## config.mk

```make
export PLATFORM = sky130hd
export DESIGN_NAME = request_unit
export DESIGN_NICKNAME = d
export VERILOG_FILES = /design/src/rtl/cpu_types_pkg.sv /design/src/rtl/req_watchdog.sv /design/src/rtl/request_unit.sv
export SDC_FILE = /design/constraint.sdc
export NUM_CORES = 1
export LEC_CHECK = 0
export CAP_MARGIN = 20
export CORE_ASPECT_RATIO = 1.1
export CORE_MARGIN = 3
export CORE_UTILIZATION = 30
export DETAILED_ROUTE_END_ITERATION = 8
export PLACE_DENSITY = 0.51
export REMOVE_ABC_BUFFERS = 1
export SYNTH_ARGS = -nofsm -noshare
export SYNTH_HDL_FRONTEND = slang
export SYNTH_HIERARCHICAL = 1
export SYNTH_SLANG_ARGS = --single-unit
export TNS_END_PERCENT = 30
```

## constraint.sdc

```tcl
create_clock -name CLK -period 3.3 [get_ports CLK]
set_clock_uncertainty 0.15 [all_clocks]
set_input_delay 0.495 -clock CLK [delete_from_list [all_inputs] [get_ports CLK]]
set_output_delay 0.495 -clock CLK [all_outputs]
set_load 0.03 [all_outputs]
```

## src/rtl/cpu_types_pkg.sv

```systemverilog
// Shared CPU type definitions: request-unit sequencing states and a small
// helper that tells the watchdog which states are waiting on memory.
package cpu_types_pkg;

  typedef enum logic [2:0] {
    IDLE  = 3'd0,
    FETCH = 3'd1,
    MEM   = 3'd2,
    HALT  = 3'd3,
    ERR   = 3'd4
  } reqstate_t;

  // States in which the unit is waiting on the arbiter for a hit
  function automatic logic wd_active(input reqstate_t s);
    return (s == FETCH) || (s == MEM);
  endfunction

endpackage

```

## src/rtl/req_watchdog.sv

```systemverilog
// Stall watchdog: counts cycles spent waiting for a memory hit and flags
// expiry once the count reaches TIMEOUT-1.
module req_watchdog #(
  parameter int unsigned TIMEOUT = 256
) (
  input  logic CLK,
  input  logic RST,
  input  logic clr,
  input  logic en,
  output logic expired
);

  localparam int unsigned W = $clog2(TIMEOUT) + 1;
  localparam logic [W-1:0] LAST = W'(TIMEOUT - 1);

  logic [W-1:0] cnt_q;
  logic [W-1:0] cnt_d;

  // Clear has priority so a hit in the expiry cycle restarts the count
  always_comb begin
    cnt_d = cnt_q;
    if (clr) begin
      cnt_d = '0;
    end else if (en) begin
      cnt_d = cnt_q + W'(1);
    end else begin
      cnt_d = cnt_q;
    end
  end

  // Count register
  always_ff @(posedge CLK) begin
    if (RST) begin
      cnt_q <= '0;
    end else begin
      cnt_q <= cnt_d;
    end
  end

  assign expired = (cnt_q == LAST);

endmodule

```

## src/rtl/request_unit.sv

```systemverilog
// Memory request sequencer for the single-cycle datapath: fetch/data-access
// FSM, PC-advance pulse, sticky halt/error flags and performance counters.
module request_unit #(
  parameter int unsigned TIMEOUT = 256,
  parameter int unsigned CNT_W   = 32
) (
  input  logic             CLK,
  input  logic             RST,
  input  logic             dREN_in,
  input  logic             dWEN_in,
  input  logic             halt_in,
  input  logic             ihit,
  input  logic             dhit,
  output logic             imemREN,
  output logic             dmemREN,
  output logic             dmemWEN,
  output logic             pc_en,
  output logic             halt,
  output logic             mem_err,
  output logic [CNT_W-1:0] instr_count,
  output logic [CNT_W-1:0] stall_count
);

  import cpu_types_pkg::*;

  reqstate_t        state_q, state_d;
  logic             dmem_ren_q, dmem_ren_d;
  logic             dmem_wen_q, dmem_wen_d;
  logic             halt_q, halt_d;
  logic             mem_err_q, mem_err_d;
  logic [CNT_W-1:0] instr_q, instr_d;
  logic [CNT_W-1:0] stall_q, stall_d;
  logic             pc_en_c;
  logic             imem_ren_c;
  logic             hit_c;
  logic             wd_clr;
  logic             wd_en;
  logic             wd_expired;

  req_watchdog #(.TIMEOUT(TIMEOUT)) u_wd (
    .CLK     (CLK),
    .RST     (RST),
    .clr     (wd_clr),
    .en      (wd_en),
    .expired (wd_expired)
  );

  // Next-state, registered-flag updates and combinational request outputs
  always_comb begin
    state_d    = state_q;
    dmem_ren_d = dmem_ren_q;
    dmem_wen_d = dmem_wen_q;
    halt_d     = halt_q;
    mem_err_d  = mem_err_q;
    pc_en_c    = 1'b0;
    imem_ren_c = 1'b0;
    hit_c      = 1'b0;
    case (state_q)
      IDLE: begin
        state_d = FETCH;
      end
      FETCH: begin
        imem_ren_c = 1'b1;
        hit_c      = ihit;
        if (ihit) begin
          if (halt_in) begin
            state_d = HALT;
            halt_d  = 1'b1;
          end else if (dREN_in || dWEN_in) begin
            state_d    = MEM;
            dmem_ren_d = dREN_in;
            dmem_wen_d = dWEN_in;
          end else begin
            pc_en_c = 1'b1;
          end
        end else if (wd_expired) begin
          state_d   = ERR;
          halt_d    = 1'b1;
          mem_err_d = 1'b1;
        end else begin
          state_d = FETCH;
        end
      end
      MEM: begin
        hit_c = dhit;
        if (dhit) begin
          pc_en_c    = 1'b1;
          dmem_ren_d = 1'b0;
          dmem_wen_d = 1'b0;
          state_d    = FETCH;
        end else if (wd_expired) begin
          dmem_ren_d = 1'b0;
          dmem_wen_d = 1'b0;
          halt_d     = 1'b1;
          mem_err_d  = 1'b1;
          state_d    = ERR;
        end else begin
          state_d = MEM;
        end
      end
      HALT: begin
        state_d = HALT;
      end
      ERR: begin
        state_d = ERR;
      end
      default: begin
        state_d    = IDLE;
        dmem_ren_d = 1'b0;
        dmem_wen_d = 1'b0;
      end
    endcase
  end

  // Counter updates and watchdog control
  always_comb begin
    if (pc_en_c) begin
      instr_d = instr_q + CNT_W'(1);
    end else begin
      instr_d = instr_q;
    end
    if (state_q == MEM) begin
      stall_d = stall_q + CNT_W'(1);
    end else begin
      stall_d = stall_q;
    end
    wd_clr = (state_d != state_q) || hit_c;
    wd_en  = wd_active(state_q);
  end

  // State and output registers
  always_ff @(posedge CLK) begin
    if (RST) begin
      state_q    <= IDLE;
      dmem_ren_q <= 1'b0;
      dmem_wen_q <= 1'b0;
      halt_q     <= 1'b0;
      mem_err_q  <= 1'b0;
      instr_q    <= '0;
      stall_q    <= '0;
    end else begin
      state_q    <= state_d;
      dmem_ren_q <= dmem_ren_d;
      dmem_wen_q <= dmem_wen_d;
      halt_q     <= halt_d;
      mem_err_q  <= mem_err_d;
      instr_q    <= instr_d;
      stall_q    <= stall_d;
    end
  end

  assign imemREN     = imem_ren_c;
  assign pc_en       = pc_en_c;
  assign dmemREN     = dmem_ren_q;
  assign dmemWEN     = dmem_wen_q;
  assign halt        = halt_q;
  assign mem_err     = mem_err_q;
  assign instr_count = instr_q;
  assign stall_count = stall_q;

endmodule

```

==> Flow_metrics.wiki, run 1 <==
{| class="wikitable"
! Metric !! Value
|-
| Die Outline Area || ~14,000 sq um
|-
| Vias in the first global route || between 3,000 and 4,000
|-
| Clk_lat worst skew || approximately 330 ps
|-
| Final Cycle Share || 0.904
|-
| Worst-case reg-to-reg path depth || 5
|-
| Total wire length after detailed routing || just under 9000 microns
|-
| Max frequency || between 300 and 400 MHz
|-
| Total CTS buffers || 9
|-
| Number of setup violations in the final report || 0
|-
| Area of all placed cells without fillers || roughly 4900 sq um
|-
| Number of different library cells in the post-synthesis netlist || 45
|-
| Status || finished clean
|-
| Share of flip-flops with an asynchronous set or reset after synthesis || 0
|-
| Hold Fails Final Rpt || 0
|-
| Chip width || 112 microns
|-
| Maximum fanout encountered on the critical timing path || 11
|-
| Filler-free cell count of the finished design || about 650
|-
| Fraction of the yosys area taken by sequential cells || 0.432
|-
| Power density over the cells || 432 nW/um^2
|-
| Crit path launch || state_q[1]
|-
| Initial antenna violation count || 0
|-
| DP Wirelength || approximately 6300 microns
|-
| Worst path arrival time || approximately 2300 ps
|-
| Crit path time final || around 3000 ps
|-
| Count of input and output buffers || 76
|-
| Post-DR vias/cell || about 5.0
|-
| Placeable Area || 11,700 sq um
|-
| Leading cell types by total area after synthesis || dfxtp_1 (43%), xor2_1 (8.0%), nor2_1 (7.7%)
|-
| I/O Pins || slightly below 80
|-
| Total standard cell area after synthesis || ~3700 sq um
|-
| Layout cells sized above 1 || 0.0657
|-
| Number of flip-flops and latches in the synthesized netlist || 80
|-
| Area added between synthesis and finish || 32.4%
|-
| Clock tree from TritonCTS || done
|-
| Startpoint of the lowest-slack hold path || dmemWEN
|-
| Endpoint kind of the worst setup timing path || output pin
|-
| Largest net degree at the start of global routing || 31
|-
| Transition at the pin with the smallest max-transition slack || roughly 700 ps
|-
| Worst Setup Slack post-DPL || 340 ps
|-
| Max_cap viols || 0
|-
| Top cell type's share of synthesized area || 0.432
|-
| Critical path data required time || ~2700 ps
|-
| Number of cells on the worst hold path || 2
|-
| Deepest clock path buffer count || 2
|-
| Placed Cells incl. Taps || roughly 640
|-
| Placed inst area || 4600 sq um
|-
| Number of remaining DRC errors || 0
|-
| Post-CTS Setup Repair Bufs || 0
|-
| Die height || ~120 microns
|-
| Fin Setup TNS || 0 ps
|-
| Gate Count Post-Synth || around 430
|-
| Cts hold-fix bufs || 0
|-
| Initial Util || 0.316
|-
| Diode insertion count for antenna repair || 0
|-
| Most instantiated cells after synthesis || dfxtp_1 (80), nor2_1 (76), xor2_1 (34)
|-
| Routed length per instance || around 14 microns
|-
| Vias after detailed routing || around 3,200
|-
| Antenna viol nets, final || 0
|-
| Worst Hold Path EP || dmemWEN
|-
| Final layout net count || around 500
|-
| Warnings from Yosys || 6
|-
| Resized Gates After CTS || 0
|-
| EDFF count, synth || 0
|-
| Largest voltage drop on the vdd net || roughly 0.18 mV
|-
| Cell taking the most area after synthesis || dfxtp_1
|-
| Average size of a mapped cell || 8.68 sq um
|-
| Count of pins over their slew limit || 0
|-
| Worst setup path class || flop to output pin
|-
| Reg-to-reg critical path startpoint || state_q[1]
|-
| DR iter-0 viols || approximately 170
|-
| Setup repair after global routing missed its margin || no
|-
| Grt total ovfl || 0
|-
| Setup WS post-layout || between 300 and 400 ps
|-
| Total power after layout || ~2.1 mW
|-
| First-pass GRT wire length || around 15,000 microns
|-
| Leakage power summed over all cells || about 1.6 nW
|-
| Clock-pin slew on the worst setup and hold paths || around 60 ps
|-
| Overall global routing resource usage || 0.135
|-
| Routability Congestion || roughly 0.84
|-
| Flop2flop setup slack || 760 ps
|-
| Hold WC Path Type || flop to flop
|-
| Cell at the root of the clock tree || clkbuf_16
|-
| Most common cell in the netlist || dfxtp_1
|-
| # clock sinks || 80
|-
| Ys flop type || dfxtp_1
|-
| Number of detailed-route iterations in the first pass || 5
|-
| Deepest level of the CTS H-tree || 3
|-
| Site Rows || a little over 40
|-
| Max-Slew Margin vs Limit || 0.522
|-
| CP startpoint kind || flop
|-
| Reg-to-Reg End || stall_count[27]
|}
-- kinds of logic (layout without fill, tap and decap cells) --
group	count (synthesis)	in the layout	share of synthesized area
adder cells (fa/ha/maj)	4	4	0.0135
AO/OA/AOI/OAI	36	36	0.0591
buffers and inverters	26	101	0.0300
multiplexers	2	2	0.00574
AND/OR/NAND/NOR	218	218	0.316
flip-flops	80	80	0.432
XOR/XNOR	61	61	0.144
-- metal layers --
| layer | track usage | part of all wire | vias up |
|---|---|---|---|
| met1 | 0.179 | 0.49 | 1519 |
| met4 | 0.0496 | 0.014 | 0 |
| li1 | - | - | 1639 |
| met3 | 0.0365 | 0.049 | 9 |
| met5 | 0 | 0 | - |
| met2 | 0.213 | 0.45 | 68 |
-- registers in the layout (all words and copies together) (netlist names) --
signal / count
dmemREN: 1
dmemWEN: 1
halt: 1
instr_count: 32
mem_err: 1
stall_count: 32
state_q: 3
u_wd/cnt_q: 9
-- worst max-delay path by stage --
| stage | slack [ps] | end | cells after the start |
|---|---|---|---|
| 3_5_place_dp | 340 | pc_en | 5 |
| 3_3_place_gp | 360 | pc_en | 5 |
| 2_1_floorplan | 410 | instr_count[31] | 5 |
| 4_1_cts | 290 | pc_en | 4 |
| 6_report | 320 | pc_en | 4 |
| 5_1_grt | 150 | pc_en | 4 |
-- cells in the final DEF (no fill, tap or decap), types with 2 or more instances in the layout --
cell	count
and3_1	5
and2_1	2
or3_1	7
and4_1	8
a21oi_1	14
nor3b_4	2
nor4_1	6
nor3b_1	3
o21ai_0	12
nand3_1	26
or2_2	3
nand2b_1	2
a211oi_1	2
clkinv_2	2
nor3_1	14
nor2_1	76
ha_1	4
xnor2_1	27
clkbuf_16	9
buf_4	5
nand2_1	25
dfxtp_1	80
nor4_4	2
nor2b_1	3
xor2_1	34
nor4b_1	5
bufinv_16	2
nand4_1	24
clkdlybuf4s50_1	75
inv_1	5
-- worst max-delay path, cell delays in order (launching register included) --
cell and delay, ps:
dfxtp_1 550, nor3b_4 450, a32oi_2 160, inv_2 160, clkdlybuf4s50_1 690
-- layout make-up --
type	count	area (sq um)
tap	150	188
inverter	6	22.5
timing repair buffer	81	793
multi-input combinational	321	1990
fill	1192	6840
clock inverter	4	70.1
clock buffer	10	239
sequential	80	1600
-- per-stage QoR --
step                      hold slack, ps   util
after floorplan                      306      -
after global placement               305  0.392
after detailed placement             312  0.392
after CTS                            325  0.418
after global routing                 352  0.418
final                                321  0.418
-- power by group --
part | internal (mW) | leakage (nW) | switching, mW | total (mW)
Clock | 0.671 | 0.154 | 0.368 | 1.04
Sequential | 0.972 | 0.645 | 0.00976 | 0.982
Combinational | 0.0376 | 0.846 | 0.0608 | 0.0984
Note: power is estimated with default switching activity, not from simulation.
==> run 2, diff against run 1 <==
--- a/config.mk
+++ b/config.mk
@@ -8,9 +8,9 @@
 export CAP_MARGIN = 20
 export CORE_ASPECT_RATIO = 1.1
 export CORE_MARGIN = 3
-export CORE_UTILIZATION = 30
+export CORE_UTILIZATION = 50
 export DETAILED_ROUTE_END_ITERATION = 8
-export PLACE_DENSITY = 0.51
+export PLACE_DENSITY = 0.77
 export REMOVE_ABC_BUFFERS = 1
 export SYNTH_ARGS = -nofsm -noshare
 export SYNTH_HDL_FRONTEND = slang
==> run 2 against run 1 <==
Routed wire length fell by 8.2%. Hold slack got worse by 4.3 ps. Core utilization rose by 25 points. Non-clock buffer count did not move. Global-route usage rose by 6.5 points. Clock power fell by 16%. Power fell by 7.9%. Critical path type is now primary input to output pin.
==> Flow_metrics.wiki, run 2 (synthesis results as in run 1) <==
{| class="wikitable"
! Metric !! Value
|-
| Largest voltage drop on the vdd net || 0.219 mV (was 0.182 mV)
|-
| Post-DR vias/cell || 5.52 (was 4.96)
|-
| First-pass GRT wire length || 13,800 microns (was 15,300 microns)
|-
| Hold WC Path Type || flop to flop (unchanged)
|-
| Fin Setup TNS || 0 ps (unchanged)
|-
| Deepest level of the CTS H-tree || 3 (unchanged)
|-
| Count of pins over their slew limit || 0 (unchanged)
|-
| Initial antenna violation count || 0 (unchanged)
|-
| Total CTS buffers || 9 (unchanged)
|-
| Max frequency || 339 MHz (was 335 MHz)
|-
| Maximum fanout encountered on the critical timing path || 6 (was 11)
|-
| Clk_lat worst skew || 330 ps (about the same)
|-
| Transition at the pin with the smallest max-transition slack || 665 ps (was 712 ps)
|-
| Number of detailed-route iterations in the first pass || 4 (was 5)
|-
| Final Cycle Share || 0.893 (was 0.904)
|-
| Hold Fails Final Rpt || 0 (unchanged)
|-
| Number of remaining DRC errors || 0 (unchanged)
|-
| Clock-pin slew on the worst setup and hold paths || 70 ps (was 60 ps)
|-
| Resized Gates After CTS || 0 (unchanged)
|-
| Fraction of met2 tracks used by global routing || 0.331 (was 0.213)
|-
| # clock sinks || 80 (unchanged)
|-
| Top Usage Layer GRT || met2 (unchanged)
|-
| Cell at the root of the clock tree || clkbuf_8 (was clkbuf_16)
|-
| Largest net degree at the start of global routing || 32 (was 31)
|-
| Placeable Area || 7130 sq um (was 11,700 sq um)
|-
| Leakage power summed over all cells || 1.62 nW (was 1.64 nW)
|-
| Power density over the cells || 409 nW/um^2 (was 432 nW/um^2)
|-
| Cts hold-fix bufs || 0 (unchanged)
|-
| Routability Congestion || 0.830 (was 0.840)
|-
| Chip width || 88.1 microns (was 112 microns)
|-
| Vias in the first global route || 3,059 (was 3,051)
|-
| Met3 track demand over resource in global routing || 0.0342 (was 0.0365)
|-
| Number of setup violations in the final report || 0 (unchanged)
|-
| Routed length per instance || 13.9 microns (was 13.7 microns)
|-
| Filler-free cell count of the finished design || 589 (was 652)
|-
| Max_cap viols || 0 (unchanged)
|-
| Commonest non-fill, non-tap cells in the layout || dfxtp_1 (80), nor2_1 (76), clkdlybuf4s50_1 (75) (unchanged)
|-
| Site Rows || 32 (was 41)
|-
| Vias after detailed routing || 3,251 (was 3,235)
|-
| Die height || 96.3 microns (was 123 microns)
|-
| Initial Util || 0.520 (was 0.316)
|-
| Setup repair after global routing missed its margin || no (unchanged)
|-
| DR iter-0 viols || 113 (was 172)
|-
| Overall global routing resource usage || 0.200 (was 0.135)
|-
| Die Outline Area || 8480 sq um (was 13,700 sq um)
|-
| Placed Cells incl. Taps || 573 (was 638)
|-
| Filler Cells Inserted || 598 (was 1,192)
|-
| Grt total ovfl || 0 (unchanged)
|-
| Count of input and output buffers || 76 (unchanged)
|-
| Max-Slew Margin vs Limit || 0.554 (was 0.522)
|-
| Final layout net count || 510 (unchanged)
|-
| DP Wirelength || 5790 microns (was 6300 microns)
|-
| Crit path time final || 2950 ps (was 2980 ps)
|-
| Area added between synthesis and finish || 28.7% (was 32.4%)
|-
| Antenna viol nets, final || 0 (unchanged)
|-
| Status || finished clean (unchanged)
|-
| Total wire length after detailed routing || 8200 microns (was 8940 microns)
|-
| Diode insertion count for antenna repair || 0 (unchanged)
|-
| I/O Pins || 77 (unchanged)
|-
| Post-CTS Setup Repair Bufs || 0 (unchanged)
|-
| CP startpoint kind || primary input (was flop)
|-
| Endpoint kind of the worst setup timing path || output pin (unchanged)
|-
| Deepest clock path buffer count || 2 (unchanged)
|-
| Worst setup path class || primary input to output pin (was flop to output pin)
|-
| GR met1 Demand/Resource || 0.260 (was 0.179)
|-
| Flop2flop setup slack || 590 ps (was 760 ps)
|-
| Critical path data required time || 2650 ps (about the same)
|-
| Layout cells sized above 1 || 0.0694 (was 0.0657)
|-
| Most frequent standard cell in the layout excluding fill and tap cells || dfxtp_1 (unchanged)
|-
| Clock tree from TritonCTS || done (unchanged)
|-
| Worst path arrival time || 2300 ps (was 2340 ps)
|}
## run 2: changes by cell type in the layout (fill, tap and decap cells not counted)
| cell | change |
|---|---|
| clkinvlp_4 | +1 |
| bufinv_16 | +1 |
| clkinv_2 | -1 |
| clkbuf_8 | +10 |
| clkbuf_16 | -9 |
## run 2: layout make-up
class | instances | area (sq um) | share of cell area
clock inverter | 5 | 103 | 0.0215
timing repair buffer | 81 | 793 | 0.166
sequential | 80 | 1600 | 0.336
clock buffer | 11 | 151 | 0.0317
tap | 85 | 106 | 0.0223
inverter | 6 | 22.5 | 0.00472
multi-input combinational | 321 | 1990 | 0.418
## run 2: worst paths after layout
path,from,endpoint,depth (start not counted)
max,ihit,pc_en,5
min,mem_err,mem_err,2
min reg2reg,mem_err,mem_err,2
max reg2reg,state_q[0],instr_count[31],6
## run 2: worst max-delay path, cell delays in order
cell,delay [ps]
clkdlybuf4s50_1,540
nor2b_1,260
a32oi_2,170
inv_2,150
clkdlybuf4s50_1,690
## run 2: per-stage QoR
step                power (mW)  setup slack (ps)  cell area [sq um]  hold WS [ps]   util
detailed placement        1.10               212               4520           308  0.634
floorplan                 1.05               412               3620           306      -
finish                    1.95               353               4770           317  0.670
global placement          1.10               272               4520           304  0.634
CTS                       1.98               370               4770           326  0.670
global route              2.02               245               4770           351  0.670
## run 2: layer usage
metal | up-vias | wire (microns)
li1 | 1627 | -
met4 | 0 | 108
met5 | - | 0
met1 | 1531 | 3790
met2 | 84 | 3980
met3 | 9 | 318
## run 2: report_power, final
group	total [mW]	switching [mW]	internal, mW
Sequential	0.980	0.00967	0.971
Combinational	0.0966	0.0590	0.0376
Clock	0.876	0.333	0.543
==> run 3, diff against run 2 <==
--- a/config.mk
+++ b/config.mk
@@ -7,7 +7,7 @@
 export LEC_CHECK = 0
 export CAP_MARGIN = 20
 export CORE_ASPECT_RATIO = 1.1
-export CORE_MARGIN = 3
+export CORE_MARGIN = 5
 export CORE_UTILIZATION = 50
 export DETAILED_ROUTE_END_ITERATION = 8
 export PLACE_DENSITY = 0.77
==> run 3 against run 2 <==
Final area decreased by 1.7%. Hold slack better by 5.4 ps. Critical path depth unchanged. Core utilization is 3.1 points lower. Sequential share of layout area up 0.56 points. Largest power group unchanged. Worst setup slack improved by 4.5 ps. Flip-flop and latch count is the same. Non-clock buffer count shrank 2. Routed wire length decreased by 1.3%. Via count decreased by 0.46%. Power is 11% lower. Count of clock-buffer cells in the layout decreased by 1.
==> Flow_metrics.wiki, run 3 (synthesis results as in run 1) <==
{| class="wikitable"
! Metric !! Value
|-
| Number of remaining DRC errors || 0 (unchanged)
|-
| Number of setup violations in the final report || 0 (unchanged)
|-
| Routed length per instance || 13.8 microns (was 13.9 microns)
|-
| DP Wirelength || 5790 microns (about the same)
|-
| Chip width || 92.1 microns (was 88.1 microns)
|-
| Reg-to-Reg End || instr_count[31] (unchanged)
|-
| Filler Cells Inserted || 637 (was 598)
|-
| Die Outline Area || 9240 sq um (was 8480 sq um)
|-
| Power density over the cells || 371 nW/um^2 (was 409 nW/um^2)
|-
| Sequential share of power || 0.563 (was 0.502)
|-
| Worst path arrival time || 2300 ps (about the same)
|-
| Startpoint of the lowest-slack hold path || dmemREN (was mem_err)
|-
| Area added between synthesis and finish || 26.6% (was 28.7%)
|-
| Placed Cells incl. Taps || 573 (unchanged)
|-
| DR iter-0 viols || 144 (was 113)
|-
| Deepest level of the CTS H-tree || 3 (unchanged)
|-
| Worst-case reg-to-reg path depth || 6 (unchanged)
|-
| Max_cap viols || 0 (unchanged)
|-
| Placeable Area || 7350 sq um (was 7130 sq um)
|-
| Post-DR vias/cell || 5.51 (was 5.52)
|-
| Layout cells sized above 1 || 0.0600 (was 0.0694)
|-
| Largest net degree at the start of global routing || 40 (was 32)
|-
| Max frequency || 340 MHz (was 339 MHz)
|-
| Placed inst area || 4520 sq um (unchanged)
|-
| Total CTS buffers || 9 (unchanged)
|-
| Clock-pin slew on the worst setup and hold paths || 70 ps (about the same)
|-
| I/O Pins || 77 (unchanged)
|-
| First-pass GRT wire length || 13,900 microns (was 13,800 microns)
|-
| Cell at the root of the clock tree || clkbuf_8 (unchanged)
|-
| Number of detailed-route iterations in the first pass || 4 (unchanged)
|-
| Commonest non-fill, non-tap cells in the layout || dfxtp_1 (80), nor2_1 (76), clkdlybuf4s50_1 (75) (unchanged)
|-
| Deepest clock path buffer count || 2 (unchanged)
|-
| Combinational power share || 0.055 (was 0.049)
|-
| Initial Util || 0.504 (was 0.520)
|-
| Grt total ovfl || 0 (unchanged)
|-
| Int Pwr || 1.35 mW (was 1.55 mW)
|-
| Vias after detailed routing || 3,236 (was 3,251)
|-
| Transition at the pin with the smallest max-transition slack || 689 ps (was 665 ps)
|-
| Worst Hold Path EP || dmemREN (was mem_err)
|-
| Max-Slew Margin vs Limit || 0.537 (was 0.554)
|-
| Area of combinational cells with multiple inputs || 1990 sq um (unchanged)
|-
| Fin Setup TNS || 0 ps (unchanged)
|-
| # clock sinks || 80 (unchanged)
|-
| Footprint of the flip-flops and latches || 1600 sq um (unchanged)
|-
| Post-CTS Setup Repair Bufs || 0 (unchanged)
|-
| Critical path data required time || 2650 ps (about the same)
|-
| Final layout net count || 508 (was 510)
|-
| Setup repair after global routing missed its margin || no (unchanged)
|-
| Endpoint kind of the worst setup timing path || output pin (unchanged)
|-
| Crit path time final || 2940 ps (was 2950 ps)
|-
| Area of all placed cells without fillers || 4690 sq um (was 4770 sq um)
|-
| Post-Route Utilization || 0.639 (was 0.670)
|-
| Hold Fails Final Rpt || 0 (unchanged)
|-
| Worst setup path class || primary input to output pin (unchanged)
|-
| Count of input and output buffers || 76 (unchanged)
|-
| Status || finished clean (unchanged)
|-
| Overall global routing resource usage || 0.182 (was 0.200)
|-
| Clk pwr share || 0.382 (was 0.448)
|-
| Largest voltage drop on the vdd net || 0.233 mV (was 0.219 mV)
|-
| Cts hold-fix bufs || 0 (unchanged)
|-
| Most frequent standard cell in the layout excluding fill and tap cells || dfxtp_1 (unchanged)
|-
| Final Cycle Share || 0.892 (was 0.893)
|-
| Count of pins over their slew limit || 0 (unchanged)
|-
| CP startpoint kind || primary input (unchanged)
|-
| Maximum fanout encountered on the critical timing path || 6 (unchanged)
|-
| Initial antenna violation count || 0 (unchanged)
|-
| Routability Congestion || 0.808 (was 0.830)
|-
| Vias in the first global route || 3,049 (was 3,059)
|-
| Reg-to-reg critical path startpoint || state_q[1] (was state_q[0])
|-
| Crit path launch || ihit (unchanged)
|-
| Leakage power summed over all cells || 1.57 nW (was 1.62 nW)
|-
| Resized Gates After CTS || 0 (unchanged)
|-
| Site Rows || 33 (was 32)
|-
| Clock tree from TritonCTS || done (unchanged)
|-
| Diode insertion count for antenna repair || 0 (unchanged)
|-
| Switching power total || 0.393 mW (was 0.402 mW)
|-
| Hold WC Path Type || flop to flop (unchanged)
|-
| Clk_lat worst skew || 340 ps (was 330 ps)
|-
| Flop2flop setup slack || 620 ps (was 590 ps)
|-
| Total wire length after detailed routing || 8100 microns (was 8200 microns)
|-
| Antenna viol nets, final || 0 (unchanged)
|-
| Number of cells on the worst hold path || 2 (unchanged)
|-
| Sw Ratio || 0.226 (was 0.206)
|-
| Filler-free cell count of the finished design || 587 (was 589)
|-
| Die height || 100 microns (was 96.3 microns)
|}
run 3: per-layer routing:
layer / GRT usage / up-vias / routed length [microns]
li1: - / 1622 / -
met1: 0.229 / 1537 / 3740
met2: 0.298 / 71 / 3900
met3: 0.0480 / 6 / 376
met4: 0.0731 / 0 / 73
met5: 0 / - / 0
run 3: cell type report:
type | instances | share of cell area
inverter | 6 | 0.00480
multi-input combinational | 321 | 0.425
tap | 87 | 0.0232
sequential | 80 | 0.341
clock inverter | 4 | 0.0101
clock buffer | 10 | 0.0272
timing repair buffer | 79 | 0.168
run 3: worst max-delay path, stage by stage:
cell             delay [ps]
clkdlybuf4s50_1         530
nor2b_1                 260
a32oi_2                 180
inv_2                   150
clkdlybuf4s50_1         680
run 3: worst max-delay path by stage:
stage,end,slack (ps),cells after the start
finish,pc_en,360,5
global route,pc_en,240,4
CTS,pc_en,350,5
detailed placement,instr_count[31],210,7
global placement,instr_count[31],270,7
floorplan,instr_count[31],410,5
run 3: stage by stage:
stage	setup WS (ps)	power, mW	hold WS, ps
3_3_place_gp	272	1.10	304
2_1_floorplan	412	1.05	306
4_1_cts	346	1.76	327
5_1_grt	243	1.82	366
3_5_place_dp	207	1.10	315
6_report	357	1.74	322
run 3: power by group through the flow:
stage	logic, mW	registers (mW)	clock network [mW]
3_5_place_dp	0.0959	1.00	0
4_1_cts	0.0963	0.980	0.688
5_1_grt	0.104	0.982	0.730
6_report	0.0958	0.980	0.664
2_1_floorplan	0.0454	1.01	0
3_3_place_gp	0.0950	1.00	0
